**config.mk**
```make
export PLATFORM = sky130hd
export DESIGN_NAME = toy_fetch_req_ctrl
export DESIGN_NICKNAME = d
export VERILOG_FILES = /design/src/rtl/toy_pack.sv /design/src/rtl/toy_fetch_ost_cnt.sv /design/src/rtl/toy_fetch_req_ctrl.sv
export SDC_FILE = /design/constraint.sdc
export NUM_CORES = 1
export LEC_CHECK = 0
export CAP_MARGIN = 20
export CORE_ASPECT_RATIO = 2
export CORE_MARGIN = 2
export CORE_UTILIZATION = 45
export CTS_CLUSTER_DIAMETER = 120
export DETAILED_ROUTE_END_ITERATION = 10
export PLACE_DENSITY = 0.83
export SLEW_MARGIN = 15
export SYNTH_ARGS = -nofsm -noshare
export SYNTH_HDL_FRONTEND = slang
export SYNTH_SLANG_ARGS = --single-unit
```
**constraint.sdc**
```tcl
create_clock -name clk -period 3.7 [get_ports clk]
set_clock_uncertainty 0.2 [all_clocks]
set_input_delay 0.37 -clock clk [delete_from_list [all_inputs] [get_ports clk]]
set_output_delay 0.37 -clock clk [all_outputs]
set_load 0.02 [all_outputs]
```
**src/rtl/toy_pack.sv**
```systemverilog
// Shared types and widths for the toy fetch front end.
package toy_pack;

  localparam int ADDR_WIDTH          = 32;
  localparam int FETCH_WRITE_CHANNEL = 4;

  typedef enum logic [1:0] {
    ST_IDLE,
    ST_RUN,
    ST_HALT
  } fetch_ctrl_state_e;

endpackage

```
**src/rtl/toy_fetch_ost_cnt.sv**
```systemverilog
// Outstanding memory request counter.
// Up on fire, down on response; flags underflow.
module toy_fetch_ost_cnt #(
  parameter int MAX = 4,
  parameter int W   = $clog2(MAX + 1)
) (
  input  logic         clk,
  input  logic         rst,
  input  logic         inc,
  input  logic         dec,
  output logic [W-1:0] cnt,
  output logic         full,
  output logic         err
);

  logic empty;

  assign full  = (cnt == W'(MAX));
  assign empty = (cnt == '0);

  always_ff @(posedge clk or posedge rst) begin
    if (rst) begin
      cnt <= '0;
      err <= 1'b0;
    end else begin
      // a response with nothing outstanding is sticky until reset
      if (dec && empty)
        err <= 1'b1;
      unique case ({inc, dec})
        2'b10: if (!full) cnt <= cnt + 1'b1;
        2'b01: if (!empty) cnt <= cnt - 1'b1;
        default: ;
      endcase
    end
  end

endmodule

```
**src/rtl/toy_fetch_req_ctrl.sv**
```systemverilog
// Fetch request sequencer: owns the fetch PC, issues
// block requests and epoch-tags them across redirects.
module toy_fetch_req_ctrl
  import toy_pack::*;
#(
  parameter int BLK_BYTES = 4 * FETCH_WRITE_CHANNEL,
  parameter int MAX_OST   = 4,
  parameter int OW        = $clog2(MAX_OST + 1)
) (
  input  logic                  clk,
  input  logic                  rst,
  input  logic                  redirect_vld,
  input  logic [ADDR_WIDTH-1:0] redirect_addr,
  input  logic                  halt,
  input  logic                  credit_ok,
  output logic                  credit_clear,
  output logic [ADDR_WIDTH-1:0] credit_fetch_addr,
  output logic                  mem_req_vld,
  input  logic                  mem_req_rdy,
  output logic [ADDR_WIDTH-1:0] mem_req_addr,
  output logic                  mem_req_epoch,
  input  logic                  mem_rsp_vld,
  input  logic                  mem_rsp_epoch,
  output logic                  mem_rsp_rdy,
  output logic                  rsp_keep,
  output logic [OW-1:0]         ost_cnt,
  output logic                  err
);

  localparam logic [ADDR_WIDTH-1:0] BLK_INC =
    ADDR_WIDTH'(BLK_BYTES);
  localparam logic [ADDR_WIDTH-1:0] BLK_MASK =
    ~(BLK_INC - 1'b1);

  fetch_ctrl_state_e       state;
  logic [ADDR_WIDTH-1:0] pc;
  logic                  epoch;
  logic [ADDR_WIDTH-1:0] epc;
  logic [ADDR_WIDTH-1:0] blk_addr;
  logic                  ost_full;
  logic                  req_fire;
  logic                  active;

  assign epc      = redirect_vld ? redirect_addr : pc;
  assign blk_addr = epc & BLK_MASK;

  assign credit_clear      = redirect_vld;
  assign credit_fetch_addr = epc;
  assign mem_req_addr      = blk_addr;
  assign mem_req_epoch     = epoch ^ redirect_vld;
  assign mem_rsp_rdy       = 1'b1;

  // a redirect out of IDLE issues its first block immediately
  assign active      = (state == ST_RUN) | redirect_vld;
  assign mem_req_vld = active & ~halt
                     & (credit_ok | redirect_vld)
                     & ~ost_full;
  assign req_fire    = mem_req_vld & mem_req_rdy;

  assign rsp_keep = mem_rsp_vld & (mem_rsp_epoch == epoch);

  always_ff @(posedge clk or posedge rst) begin
    if (rst) begin
      state <= ST_IDLE;
      pc    <= '0;
      epoch <= 1'b0;
    end else begin
      if (req_fire)
        pc <= blk_addr + BLK_INC;
      else if (redirect_vld)
        pc <= redirect_addr;
      if (redirect_vld)
        epoch <= ~epoch;
      if (redirect_vld || state != ST_IDLE)
        state <= halt ? ST_HALT : ST_RUN;
    end
  end

  toy_fetch_ost_cnt #(
    .MAX (MAX_OST),
    .W   (OW)
  ) u_ost (
    .clk  (clk),
    .rst  (rst),
    .inc  (req_fire),
    .dec  (mem_rsp_vld),
    .cnt  (ost_cnt),
    .full (ost_full),
    .err  (err)
  );

endmodule

```
==> impl_metrics.py <==
metrics = {
    "logic_synthesis": {
        "synth.most_common_cell": "dfrtp_1",
        "synth_warnings": 0,
        "yosysTopAreaCell": "dfrtp_1",
        "synth-edff-count": 0,
        "synth_seq_cells": 39,
        "synthTopCellsByArea": "dfrtp_1, buf_4, mux2_2",
        "synth_top_area_share": 0.353,
        "ys_types": 57,
        "synth_cells": 274,
        "ys.flop_type": "dfrtp_1",
        "ys_seq_area_frac": 0.353,
        "synth_area_per_cell_um2": 10.1,
        "synth_common_cells": "dfrtp_1, buf_4, xnor2_1",
        "async_flop_share": 1.00,
        "synth_area_um2": 2770,
    },
    "route": {
        "drt-total-wl_um": 6960,
        "wire_per_inst_um": 16.8,
        "drc": 0,
        "drt_iter0_markers": 44,
        "vias_per_cell": 5.45,
        "vias": 2255,
        "dr.pass1.iters": 5,
        "ant_nets": 0,
    },
    "floorplan": {
        "io_pins": 113,
        "die_w_um": 59.4,
        "row_count": 40,
        "start_util": 0.464,
        "dieHeight_um": 115,
        "coreArea_um2": 5960,
        "die_area_um2": 6830,
    },
    "power": {
        "power.switching_mw": 0.596,
        "clkPwrFrac": 0.261,
        "leakagePower_nw": 1.54,
        "switching_share": 0.344,
        "seq_power_share": 0.325,
        "combinationalPowerShare": 0.415,
        "ir_drop_mv": 0.365,
        "finalPower_mw": 1.73,
        "p_int_mw": 1.14,
        "powerDensity_nw_per_um2": 462,
    },
    "clock_network": {
        "cts_tree": "yes",
        "hold_buffers": 0,
        "clkLatencyLatePin_ns": 0.28,
        "cts_buffer_depth": 2,
        "cts.sinks": 39,
        "ctsResizeCount": 0,
        "cts-buffers-inserted": 5,
        "cts-htree-levels": 2,
        "cts.clk_slew.worst_paths_ns": 0.06,
        "post_cts_buffers": 0,
        "root_buffer": "clkbuf_16",
    },
    "critical_path": {
        "cp.arrival_ns": 2.35,
        "critical_path.n_buffers_inverters": 3,
        "r2r.worst_path.cells": 8,
        "crit_family": "buffers and inverters",
        "critPathMaxStageDelay_ns": 0.65,
        "critPathKind": "input port to output port",
        "slowest_stage": "clkdlybuf4s50_1",
        "worstReg2RegEnd": "u_ost.cnt[2]$_DFFE_PP0P_",
        "crit_path_end_kind": "output port",
        "critPathMaxFanout": 34,
        "crit_top_cell": "nand2_1",
        "reg2reg_slack_ns": 1.08,
        "cp.required_ns": 3.13,
        "start_kind": "input port",
        "worst_r2r_startpoint": "u_ost.cnt[0]$_DFFE_PP0P_",
        "cp_cell_sequence": "buf_2, buf_4, nand2_1, nand2_1, clkdlybuf4s50_1",
    },
    "finish": {
        "syn_to_final_growth_pct": 35.5,
        "nets": 392,
        "drive_above_1_share": 0.125,
        "nFillCells": 497,
        "n_antenna_cell": 0,
        "regArea_um2": 976,
        "multi_input_area_um2": 1400,
    },
    "place": {
        "place_hpwl_um": 5460,
        "place_congestion": 0.849,
        "io_buffers": 107,
    },
    "sta": {
        "min_period_ns": 2.92,
        "hold_viol": 0,
        "max_freq_ghz": 0.342,
        "maxSlewViolCount": 0,
        "worstMarginPinSlew_ns": 0.687,
        "rsz0062_at_grt": "no",
        "timing.slew.headroom": 0.541,
        "setup_viol": 0,
        "fin_crit_sh": 0.789,
        "fin_tns_setup_ns": 0,
    },
    "global_route": {
        "grt.total_usage": 0.206,
        "grt_pass1_wl_um": 10800,
        "use_met2": 0.402,
        "met3_usage": 0.0247,
        "grt_pass1_vias": 2340,
        "grt_overflow": 0,
        "grt_busiest_layer": "met2",
        "grtUsageMet1": 0.197,
        "antenna_found_initial": 0,
        "grt_max_degree": 35,
    },
    "hold_path": {
        "hold_path.class": "flip-flop to flip-flop",
        "hold_end": "u_ost.err$_DFFE_PP0P_",
        "hold_depth": 1,
        "hp-start": "u_ost.err$_DFFE_PP0P_",
    },
    "flow_run": {
        "maxCapViolCount": 0,
    },
    "outcome": {
        "status": "finished, final reports clean",
    },
}
==> how the worst max path moves through the flow <==
stage	end	cells after the start	slack [ns]	startpoint
finish	mem_req_addr[22]	5	0.78	redirect_vld
global route	credit_fetch_addr[22]	5	0.65	redirect_vld
CTS	mem_req_addr[22]	5	0.78	redirect_vld
detailed placement	u_ost.cnt[2]$_DFFE_PP0P_	9	0.76	redirect_vld
global placement	credit_fetch_addr[21]	4	0.83	redirect_vld
floorplan	pc[20]$_DFF_PP0_	10	1.17	redirect_vld
==> layer usage <==
metal / up-vias / wire (um)
met1: 1105 / 2350
met4: 0 / 242
met2: 75 / 4110
li1: 1056 / -
met3: 19 / 253
met5: - / 0
==> worst reg2reg max path: stages (launching register included) <==
cell and delay (ns):
dfrtp_1 0.45, or3b_1 0.47, o211ai_1 0.30, and2_1 0.30
xnor2_1 0.14, ha_1 0.23, nor3b_1 0.08, a221oi_1 0.26
a21oi_1 0.07
==> final cells by class <==
cell class,instances,area share
clock buffer,8,0.0417
sequential,39,0.260
timing repair buffer,110,0.290
multi-input combinational,182,0.374
tap,63,0.0210
inverter,12,0.0120
==> cell usage in the layout (no fill, tap or decap), drive strengths merged, types with 9 or more instances in the layout <==
master / Yosys / final
clkdlybuf4s50: 0 / 106
dfrtp: 39 / 39
xnor2: 21 / 21
mux2: 19 / 19
nand2: 16 / 16
nor2: 16 / 16
inv: 12 / 12
nand3: 11 / 11
xor2: 10 / 10
mux2i: 9 / 9
==> registers in the layout, indices dropped and copies added, names as in the netlist <==
register / cells
pc: 32
u_ost.cnt: 3
state: 2
epoch: 1
u_ost.err: 1
==> power by group through the flow <==
stage,combinational (mW),sequential (mW),clock (mW)
3_5_place_dp,0.719,0.567,0
4_1_cts,0.724,0.561,0.455
5_1_grt,0.764,0.574,0.475
6_report,0.718,0.562,0.451
2_1_floorplan,0.440,0.579,0
3_3_place_gp,0.700,0.564,0
==> metrics by stage <==
step	setup slack [ns]	util	instance area (um2)	cells	hold WS, ns
floorplan	1.17	-	2780	277	0.236
global placement	0.835	0.603	3590	406	0.269
detailed placement	0.756	0.603	3590	406	0.279
CTS	0.783	0.629	3750	414	0.292
global route	0.651	0.629	3750	414	0.302
finish	0.780	0.629	3750	414	0.287
==> cell families (layout without fill, tap and decap cells) <==
| group | Yosys count | in the layout | share of synthesized area |
|---|---|---|---|
| AOI/OAI and AO/OA | 33 | 33 | 0.0932 |
| muxes | 28 | 28 | 0.116 |
| DFF | 39 | 39 | 0.353 |
| and+or+nand+nor | 83 | 83 | 0.184 |
| buffers and inverters | 56 | 130 | 0.144 |
| adders and majority gates | 2 | 2 | 0.00905 |
| xor gates and xnor gates | 31 | 31 | 0.0982 |
| other | 2 | 5 | 0.00272 |
Note: power is estimated with default switching activity, not from simulation.
